File: src/rtl/pulsegen_seq.sv
// -----------------------------------------------------------------------------
// pulsegen_seq
//
// Pulse generator for the DAC AXIS path. A table of up to NWORDS parallel-sample
// words lives in on-chip RAM. On start, the first len words are played as one
// pulse, followed by a gap of `wait` zero words. This repeats for a fixed number
// of repetitions, or for as long as start stays high when the count is 0. The
// output is a continuous AXIS stream: zero words are sent outside pulses, and
// m_axis_tready back-pressure freezes the whole pipeline.
//
// Ports
//   aclk, aresetn      clock, asynchronous active-low reset
//   start              hardware start (already in the aclk domain)
//   mem_we/addr/wdata  table write port, usable at any time
//   m_axis_*           AXIS master: tvalid, tdata (N lanes of B bits), tlast
//   busy               FSM is not idle (registered with the state)
//   done               one-cycle pulse when a counted run completes
//   START_REG          software start (resynchronised)
//   START_SRC_REG      0: software start, 1: hardware start (resynchronised)
//   LEN_REG            pulse length in words (0 -> 1, clamped to NWORDS)
//   WAIT_REG           zero words between pulses
//   NREP_REG           repetition count, 0 = continuous
//
// Pipeline
//   p0  FSM state and table read address
//   p1  RAM read data plus "table word" and "last word" flags
//   p2  AXIS output register
// -----------------------------------------------------------------------------
module pulsegen_seq #(
    parameter  int N      = 16,
    parameter  int B      = 16,
    parameter  int NWORDS = 8,
    localparam int AW     = $clog2(NWORDS),
    localparam int W      = N * B
) (
    input  logic          aclk,
    input  logic          aresetn,
    input  logic          start,
    input  logic          mem_we,
    input  logic [AW-1:0] mem_addr,
    input  logic [W-1:0]  mem_wdata,
    input  logic          m_axis_tready,
    output logic          m_axis_tvalid,
    output logic [W-1:0]  m_axis_tdata,
    output logic          m_axis_tlast,
    output logic          busy,
    output logic          done,
    input  logic          START_REG,
    input  logic          START_SRC_REG,
    input  logic [AW:0]   LEN_REG,
    input  logic [31:0]   WAIT_REG,
    input  logic [15:0]   NREP_REG
);

    typedef enum logic [2:0] {
        S_IDLE,
        S_LOAD,
        S_PLAY,
        S_WAIT,
        S_DONE
    } state_t;

    // Convert a requested length into a last-address value: 0 plays a single
    // word, and anything longer than the table plays the whole table.
    function automatic logic [AW-1:0] clamp_len_m1(input logic [AW:0] len_req);
        logic [AW:0] tmp;
        if (len_req == '0) begin
            tmp = '0;
        end else if (len_req > (AW+1)'(NWORDS)) begin
            tmp = (AW+1)'(NWORDS - 1);
        end else begin
            tmp = len_req - (AW+1)'(1);
        end
        return tmp[AW-1:0];
    endfunction

    logic          start_reg_r1, start_reg_r2;
    logic          start_src_r1, start_src_r2;
    logic          start_mux;
    logic          en;

    state_t        state_p0, state_nxt;
    logic [AW-1:0] addr_p0, addr_nxt;
    logic [AW-1:0] len_m1, len_m1_nxt;
    logic [31:0]   wait_len, wait_nxt;
    logic [15:0]   nrep, nrep_nxt;
    logic [15:0]   rep_cnt, rep_nxt, rep_inc;
    logic [31:0]   wait_cnt, wcnt_nxt;
    logic          done_set;
    logic          issue_p0, last_p0;

    logic [W-1:0]  mem [NWORDS];
    logic [W-1:0]  rd_data_p1;
    logic          vld_p1, last_p1;

    logic [W-1:0]  tdata_p2;
    logic          tlast_p2;
    logic          tvalid_r;
    logic          busy_r;
    logic          done_r;

    // Register-interface start controls come from a slower domain and are
    // resynchronised. The hardware start is already aclk-synchronous and is
    // used directly, which keeps its start-to-data latency fixed.
    always_ff @(posedge aclk or negedge aresetn) begin
        if (!aresetn) begin
            start_reg_r1 <= 1'b0;
            start_reg_r2 <= 1'b0;
            start_src_r1 <= 1'b0;
            start_src_r2 <= 1'b0;
        end else begin
            start_reg_r1 <= START_REG;
            start_reg_r2 <= start_reg_r1;
            start_src_r1 <= START_SRC_REG;
            start_src_r2 <= start_src_r1;
        end
    end

    assign start_mux = start_src_r2 ? start : start_reg_r2;

    // The pipeline advances while the output is being accepted, or before the
    // stream has become valid at all.
    assign en = m_axis_tready | ~m_axis_tvalid;

    // ---- p0: sequencer FSM and table address ----
    assign issue_p0 = (state_p0 == S_PLAY);
    assign last_p0  = issue_p0 && (addr_p0 == len_m1);

    always_comb begin
        state_nxt  = state_p0;
        addr_nxt   = addr_p0;
        len_m1_nxt = len_m1;
        wait_nxt   = wait_len;
        nrep_nxt   = nrep;
        rep_nxt    = rep_cnt;
        wcnt_nxt   = wait_cnt;
        done_set   = 1'b0;
        rep_inc    = rep_cnt + 16'd1;

        case (state_p0)
            S_IDLE: begin
                if (start_mux) begin
                    state_nxt = S_LOAD;
                end
            end
            S_LOAD: begin
                len_m1_nxt = clamp_len_m1(LEN_REG);
                wait_nxt   = WAIT_REG;
                nrep_nxt   = NREP_REG;
                addr_nxt   = '0;
                rep_nxt    = '0;
                wcnt_nxt   = '0;
                state_nxt  = S_PLAY;
            end
            S_PLAY: begin
                if (addr_p0 == len_m1) begin
                    rep_nxt  = rep_inc;
                    addr_nxt = '0;
                    wcnt_nxt = '0;
                    if ((nrep != 16'd0) && (rep_inc == nrep)) begin
                        state_nxt = S_DONE;
                        done_set  = 1'b1;
                    end else if ((nrep == 16'd0) && !start_mux) begin
                        state_nxt = S_IDLE;
                    end else if (wait_len == 32'd0) begin
                        state_nxt = S_PLAY;
                    end else begin
                        state_nxt = S_WAIT;
                    end
                end else begin
                    addr_nxt = addr_p0 + AW'(1);
                end
            end
            S_WAIT: begin
                if (wait_cnt == wait_len - 32'd1) begin
                    state_nxt = S_PLAY;
                    addr_nxt  = '0;
                end else begin
                    wcnt_nxt = wait_cnt + 32'd1;
                end
            end
            S_DONE: begin
                // Hold here until start drops so a held start cannot retrigger.
                if (!start_mux) begin
                    state_nxt = S_IDLE;
                end
            end
            default: begin
                state_nxt = S_IDLE;
            end
        endcase
    end

    always_ff @(posedge aclk or negedge aresetn) begin
        if (!aresetn) begin
            state_p0 <= S_IDLE;
            addr_p0  <= '0;
            len_m1   <= '0;
            wait_len <= '0;
            nrep     <= '0;
            rep_cnt  <= '0;
            wait_cnt <= '0;
            busy_r   <= 1'b0;
        end else if (en) begin
            state_p0 <= state_nxt;
            addr_p0  <= addr_nxt;
            len_m1   <= len_m1_nxt;
            wait_len <= wait_nxt;
            nrep     <= nrep_nxt;
            rep_cnt  <= rep_nxt;
            wait_cnt <= wcnt_nxt;
            busy_r   <= (state_nxt != S_IDLE);
        end
    end

    // done is rebuilt every cycle so it can never stretch across a stall.
    always_ff @(posedge aclk or negedge aresetn) begin
        if (!aresetn) begin
            done_r <= 1'b0;
        end else begin
            done_r <= en & done_set;
        end
    end

    // ---- p1: table RAM read ----
    // Simple dual-port table: the write side ignores back-pressure, the read
    // side follows the pipeline enable. Contents survive reset.
    always_ff @(posedge aclk) begin
        if (mem_we) begin
            mem[mem_addr] <= mem_wdata;
        end
    end

    always_ff @(posedge aclk) begin
        if (en) begin
            rd_data_p1 <= mem[addr_p0];
        end
    end

    always_ff @(posedge aclk or negedge aresetn) begin
        if (!aresetn) begin
            vld_p1  <= 1'b0;
            last_p1 <= 1'b0;
        end else if (en) begin
            vld_p1  <= issue_p0;
            last_p1 <= last_p0;
        end
    end

    // ---- p2: AXIS output register ----
    // The read data is only meaningful for issued table words, so it is
    // replaced by zero everywhere else.
    always_ff @(posedge aclk or negedge aresetn) begin
        if (!aresetn) begin
            tdata_p2 <= '0;
            tlast_p2 <= 1'b0;
        end else if (en) begin
            tdata_p2 <= vld_p1 ? rd_data_p1 : '0;
            tlast_p2 <= vld_p1 & last_p1;
        end
    end

    always_ff @(posedge aclk or negedge aresetn) begin
        if (!aresetn) begin
            tvalid_r <= 1'b0;
        end else begin
            tvalid_r <= 1'b1;
        end
    end

    assign m_axis_tvalid = tvalid_r;
    assign m_axis_tdata  = tdata_p2;
    assign m_axis_tlast  = tlast_p2;
    assign busy          = busy_r;
    assign done          = done_r;

endmodule

File: config.mk
export PLATFORM = sky130hd
export DESIGN_NAME = pulsegen_seq
export DESIGN_NICKNAME = d
export VERILOG_FILES = /design/src/rtl/pulsegen_seq.sv
export SDC_FILE = /design/constraint.sdc
export NUM_CORES = 2
export LEC_CHECK = 0
export BUFFER_PORTS_ARGS = -buffer_cell sky130_fd_sc_hd__buf_2
export CAP_MARGIN = 0
export CORE_ASPECT_RATIO = 0.9
export CORE_UTILIZATION = 55
export CTS_CLUSTER_DIAMETER = 120
export DETAILED_ROUTE_END_ITERATION = 7
export GPL_ROUTABILITY_DRIVEN = 0
export PLACE_DENSITY = 0.86
export SYNTH_ARGS = -nofsm -noshare
export SYNTH_HDL_FRONTEND = slang
export SYNTH_SLANG_ARGS = --single-unit
File: constraint.sdc
create_clock -name aclk -period 8 [get_ports aclk]
set_clock_uncertainty 0.05 [all_clocks]
set_input_delay 1.6 -clock aclk [delete_from_list [all_inputs] [get_ports aclk]]
set_output_delay 1.6 -clock aclk [all_outputs]
set_load 0.1 [all_outputs]
Yosys cells after proc, flatten, opt, wreduce, memory -nomap -nowiden

Memories as Yosys holds them, arrays and structs flattened. A register that Yosys moved wholly into a read port is not among the register bits.
Index checks and enable logic that the tools add are counted.

Memories: 1
Input port bits: 318
RAM bits: 2048
Logic and storage cells: 80
Output and inout bits: 260
Bits in registers: 371

Memories:

| memory | words | width | read ports | clocked after Yosys merged registers in | write ports | RTL line | RTL |
|---|---|---|---|---|---|---|---|
| mem    | 8     | 256   | 1          | 1                                       | 1           | 92       | `logic [W-1:0] mem [NWORDS];` |

Bitwise gates (word level): 4
Reductions and logical operators: 16
Mux-type cells: 25
Equality and inequality tests: 10
Magnitude comparators: 1
$add $sub $neg: 5

Operators with widths:

| operator                                                              | count |
|---|---|
| 256-bit two-way mux                                                   | 1 |
| 32-bit case mux with 3 select lines                                   | 1 |
| 32-bit two-way mux                                                    | 2 |
| 32-bit by 1-bit adder with 32-bit output, second input constant       | 1 |
| 32-bit equality test                                                  | 1 |
| 32-bit zero test                                                      | 1 |
| 16-bit case mux with 2 select lines                                   | 1 |
| 32-bit by 1-bit subtractor with 32-bit output, second input constant  | 1 |
| 3-bit two-way mux                                                     | 9 |
| 16-bit by 1-bit adder with 16-bit output, second input constant       | 1 |
| 16-bit equality test                                                  | 1 |
| 16-bit zero test                                                      | 1 |
| 16-bit two-way mux                                                    | 1 |
| 16-bit nonzero test                                                   | 1 |
| 3-bit case mux with 5 select lines                                    | 1 |
| 3-bit case mux with 3 select lines                                    | 1 |
| 1-bit two-way mux                                                     | 7 |
| 3-bit by 2-bit equality test with 1-bit output, second input constant | 2 |
| 3-bit AND reduction                                                   | 2 |
| 3-bit nonzero test                                                    | 2 |
| 4-bit > comparator, second input constant                             | 1 |
| 4-bit zero test                                                       | 1 |
| 2-bit != test, second input constant                                  | 2 |
| 4-bit AND reduction                                                   | 1 |
| other kinds (15)                                                      | 18 |

Longest topological paths before layout

Depth in word-level cells: 8
Gate-level depth with buffers: 15
Depth with buffers taken out: 12

Least setup slack after synthesis

Ideal clock, no wire load.

Kind: input to register
From: input mem_addr[0]
To: memory mem[0][0] (netlist name) (enable)
Setup time: 1190 ps
Stages: 1
Data required time: 6760 ps
Path slack: -12413 ps
Arrival time: 19173 ps
Buffers on the path: 0
Cells stage by stage: nor3_1

RTL lines:

| item            | RTL line | RTL |
|---|---|---|
| start, declared | 40       | `input logic [AW-1:0] mem_addr,` |
| end, declared   | 92       |  |

No word-level cell before the write port.

==> results.cfg <==
[global_route]
grt-busiest-layer = met2
grt_util_met1_pct = 34.26
via_count_of_the_first_global_routing_pass = 58919
globalRouteMet3Util_pct = 4.865
grt_antenna_before_repair = 100
grt_use_total_pct = 27.95
global_route.overflow_total = 0
wire_length_of_the_first_global_routing_pass_mm = 378.7
pin_count_of_the_biggest_net_entering_global_routing = 152
globalRouteMet2Util_pct = 45.69

[die]
placeable_core_region_mm2 = 0.1817
dieArea_mm2 = 0.1856
initial_utilization_pct = 55.68
num_rows = 148
fp.dieH_um = 408.8
design.portCount = 578
floorplan.die.width_um = 454.1

[clock_tree]
clkLatencyLatePin_ns = 0.90
cts_resized = 0
clk_pin_slew_ns = 0.06
cts.sink_count = 2675
numCtsBuffers = 239
ctsHtreeMaxLevel = 4
postCtsSetupBuffers = 0
cts_tree = built
root_buffer = sky130_fd_sc_hd__clkbuf_16
cts_hold_buffers = 0
cts_max_path_buffers = 3

[worst_hold_path]
holdCritPathClass = flop to flop
holdPathStages = 0

[sta]
timing.max_slew.rel_slack_pct = 10.85
final-hold-violation-count = 0
fin_crit_sh_pct = 59.23
grt_setup_unrepaired = false
achievable-frequency_mhz = 211.1
slew_viol_final = 0
tightest_slew_ns = 1.332
final_period_minus_worst_setup_slack_ns = 4.738
finalSetupViolations = 0
postLayoutSetupSlackWorst_ns = 3.262
fin_tns_setup_ns = 0

[synthesis]
synth_seq_cells = 2675
synth_top_flop_cell = sky130_fd_sc_hd__edfxtp_1
number_of_distinct_library_cells_after_synthesis = 68
synth.cell_area_mm2 = 0.1012
postSynthAreaPerCell_um2 = 17.71
yosysWarningCount = 0
syn_inst = 5710
synth_sequential_area_ratio_pct = 77.58
synthArstFlopShare_pct = 13.87
net_count_after_synthesis = 6033
synth_edf_count = 2304

[finish]
fill_cell_instance_count_of_the_final_layout = 11480
area_growth_syn_to_layout_pct = 13.85
multi_input_comb_area_mm2 = 0.02156
commonest_non_fill_non_tap_cells_in_the_layout = 2304 x sky130_fd_sc_hd__edfxtp_1, 1474 x sky130_fd_sc_hd__nand2_1, 576 x sky130_fd_sc_hd__buf_2
area.sequential_mm2 = 0.07849
final_design_area_no_fill_mm2 = 0.1152
layout-drive-gt1-share_pct = 23.87
layout_commonest_cell = sky130_fd_sc_hd__edfxtp_1
nNetsFinal = 6611

[power]
power_density_mw_per_mm2 = 333.3
vdd_drop_max_uv = 278.7
finalPower_uw = 38390
p_leak_uw = 0.04166

[critical_path]
rr_worst_depth = 6
worst-endpoint-arrival_ns = 5.29
critPathRequiredTime_ns = 8.55
critPathKind = flop to flop
crit_path_max_fo = 47
start_kind = flop
critical_path.endpoint_type = flop

[place]
worst_setup_slack_post_dpl_ns = 2.669
placement.cell_area_mm2 = 0.1068
hpwlAfterDp_mm = 132.7
io_buffer_count = 577

[detailed_routing]
wl_mm = 260.4
vias_per_cell = 6.233
detail_route.drc_violations = 0
drt.antenna.violating_nets = 0
routed-via-count = 56043
drtIter0Drc = 7304
detail_route.wl_per_cell_um = 28.96
drt_first_pass_iters = 7

[flow_run]
cap_violations = 0

[status]
run_status = complete, no violations
==> report_power, final <==
part,internal (uW),leakage (uW),switching [uW],total (uW)
combinational,2580,0.0115,6190,8770
clock,6580,0.00396,5240,11800
sequential,16800,0.0262,992,17800
==> critical path: stages, from the launching register on <==
cell	delay (ns)
sky130_fd_sc_hd__dfrtp_4	0.95
sky130_fd_sc_hd__buf_4	0.88
sky130_fd_sc_hd__buf_4	0.83
sky130_fd_sc_hd__buf_4	0.84
sky130_fd_sc_hd__mux4_2	0.61
sky130_fd_sc_hd__nand2_1	0.08
sky130_fd_sc_hd__nand2_1	0.06
==> flip-flops by register name, summed over array words and instances, names as in the netlist, 3 cells and up <==
name          cells
rd_data_p1      256
state_p0          3
rep_cnt          16
wait_cnt         32
m_axis_tdata    256
addr_p0           3
len_m1            3
mem            2048
nrep             16
wait_len         32
==> layout make-up <==
| class | count | share of cell area [%] |
|---|---|---|
| multi-input combinational | 2714 | 18.72 |
| clock inverter | 121 | 1.289 |
| tap | 2400 | 2.608 |
| sequential | 2675 | 68.15 |
| timing repair buffer | 640 | 3.210 |
| inverter | 18 | 0.07171 |
| clock buffer | 337 | 5.760 |
| antenna | 86 | 0.1869 |
==> routing by layer <==
layer  vias to the layer above  part of all wire [%]
met2                      3791                    50
met1                     28449                    34
met5                         -                 0.057
li1                      22957                     -
met3                       820                   9.0
met4                        26                   7.0
==> final timing paths <==
check | start | to | slack [ns]
max | addr_p0[0]$_DFFE_PN0P_ | rd_data_p1[67]$_DFFE_PP_ | 3.26
min | start_src_r1$_DFF_PN0_ | start_src_r2$_DFF_PN0_ | 0.30
max reg2reg | addr_p0[0]$_DFFE_PN0P_ | rd_data_p1[67]$_DFFE_PP_ | 3.26
min reg2reg | start_src_r1$_DFF_PN0_ | start_src_r2$_DFF_PN0_ | 0.30
max in group asynchronous | aresetn | m_axis_tdata[178]$_DFFE_PN0P_ | 5.68
min in group asynchronous | aresetn | m_axis_tdata[33]$_DFFE_PN0P_ | 0.73
==> per-stage QoR <==
stage | instances | hold WS, ns | utilization (%)
floorplan | 5710 | 0.2812 | -
global placement | 8447 | 0.2902 | 58.81
detailed placement | 8447 | 0.2972 | 58.81
CTS | 8905 | 0.3032 | 63.27
global route | 8986 | 0.3163 | 63.39
finish | 8991 | 0.3034 | 63.39
==> cells in the mapped netlist, types with 20 or more instances <==
cell type                  count  share of area [%]
sky130_fd_sc_hd__xor2_1       45               0.39
sky130_fd_sc_hd__o21ai_0      45               0.22
sky130_fd_sc_hd__dfrtp_1     371                9.2
sky130_fd_sc_hd__a21oi_1      25               0.12
sky130_fd_sc_hd__nor2_1       64               0.24
sky130_fd_sc_hd__xnor2_1      44               0.38
sky130_fd_sc_hd__mux4_2      512                 11
sky130_fd_sc_hd__nor4_1       21               0.13
sky130_fd_sc_hd__clkbuf_1    204               0.76
sky130_fd_sc_hd__buf_1        93               0.35
sky130_fd_sc_hd__nor3_1       20              0.099
sky130_fd_sc_hd__nand2_1    1475                5.5
sky130_fd_sc_hd__nand4_1      21               0.13
sky130_fd_sc_hd__nand3_1     299                1.5
sky130_fd_sc_hd__edfxtp_1   2304                 68
==> cells by family (layout without fill, tap and decap cells) <==
| family | after synthesis | in the layout | synth area share (%) |
|---|---|---|---|
| flops | 2675 | 2675 | 77.58 |
| simple gates | 1985 | 1985 | 8.184 |
| mux | 516 | 516 | 11.44 |
| buf+inv | 321 | 1116 | 1.220 |
| compound gates | 116 | 116 | 0.7224 |
| xor+xnor | 89 | 89 | 0.7706 |
| fa+ha+maj | 7 | 7 | 0.08164 |
| other cells | 1 | 87 | 0.003707 |
Power figures use the tool's default switching activity.
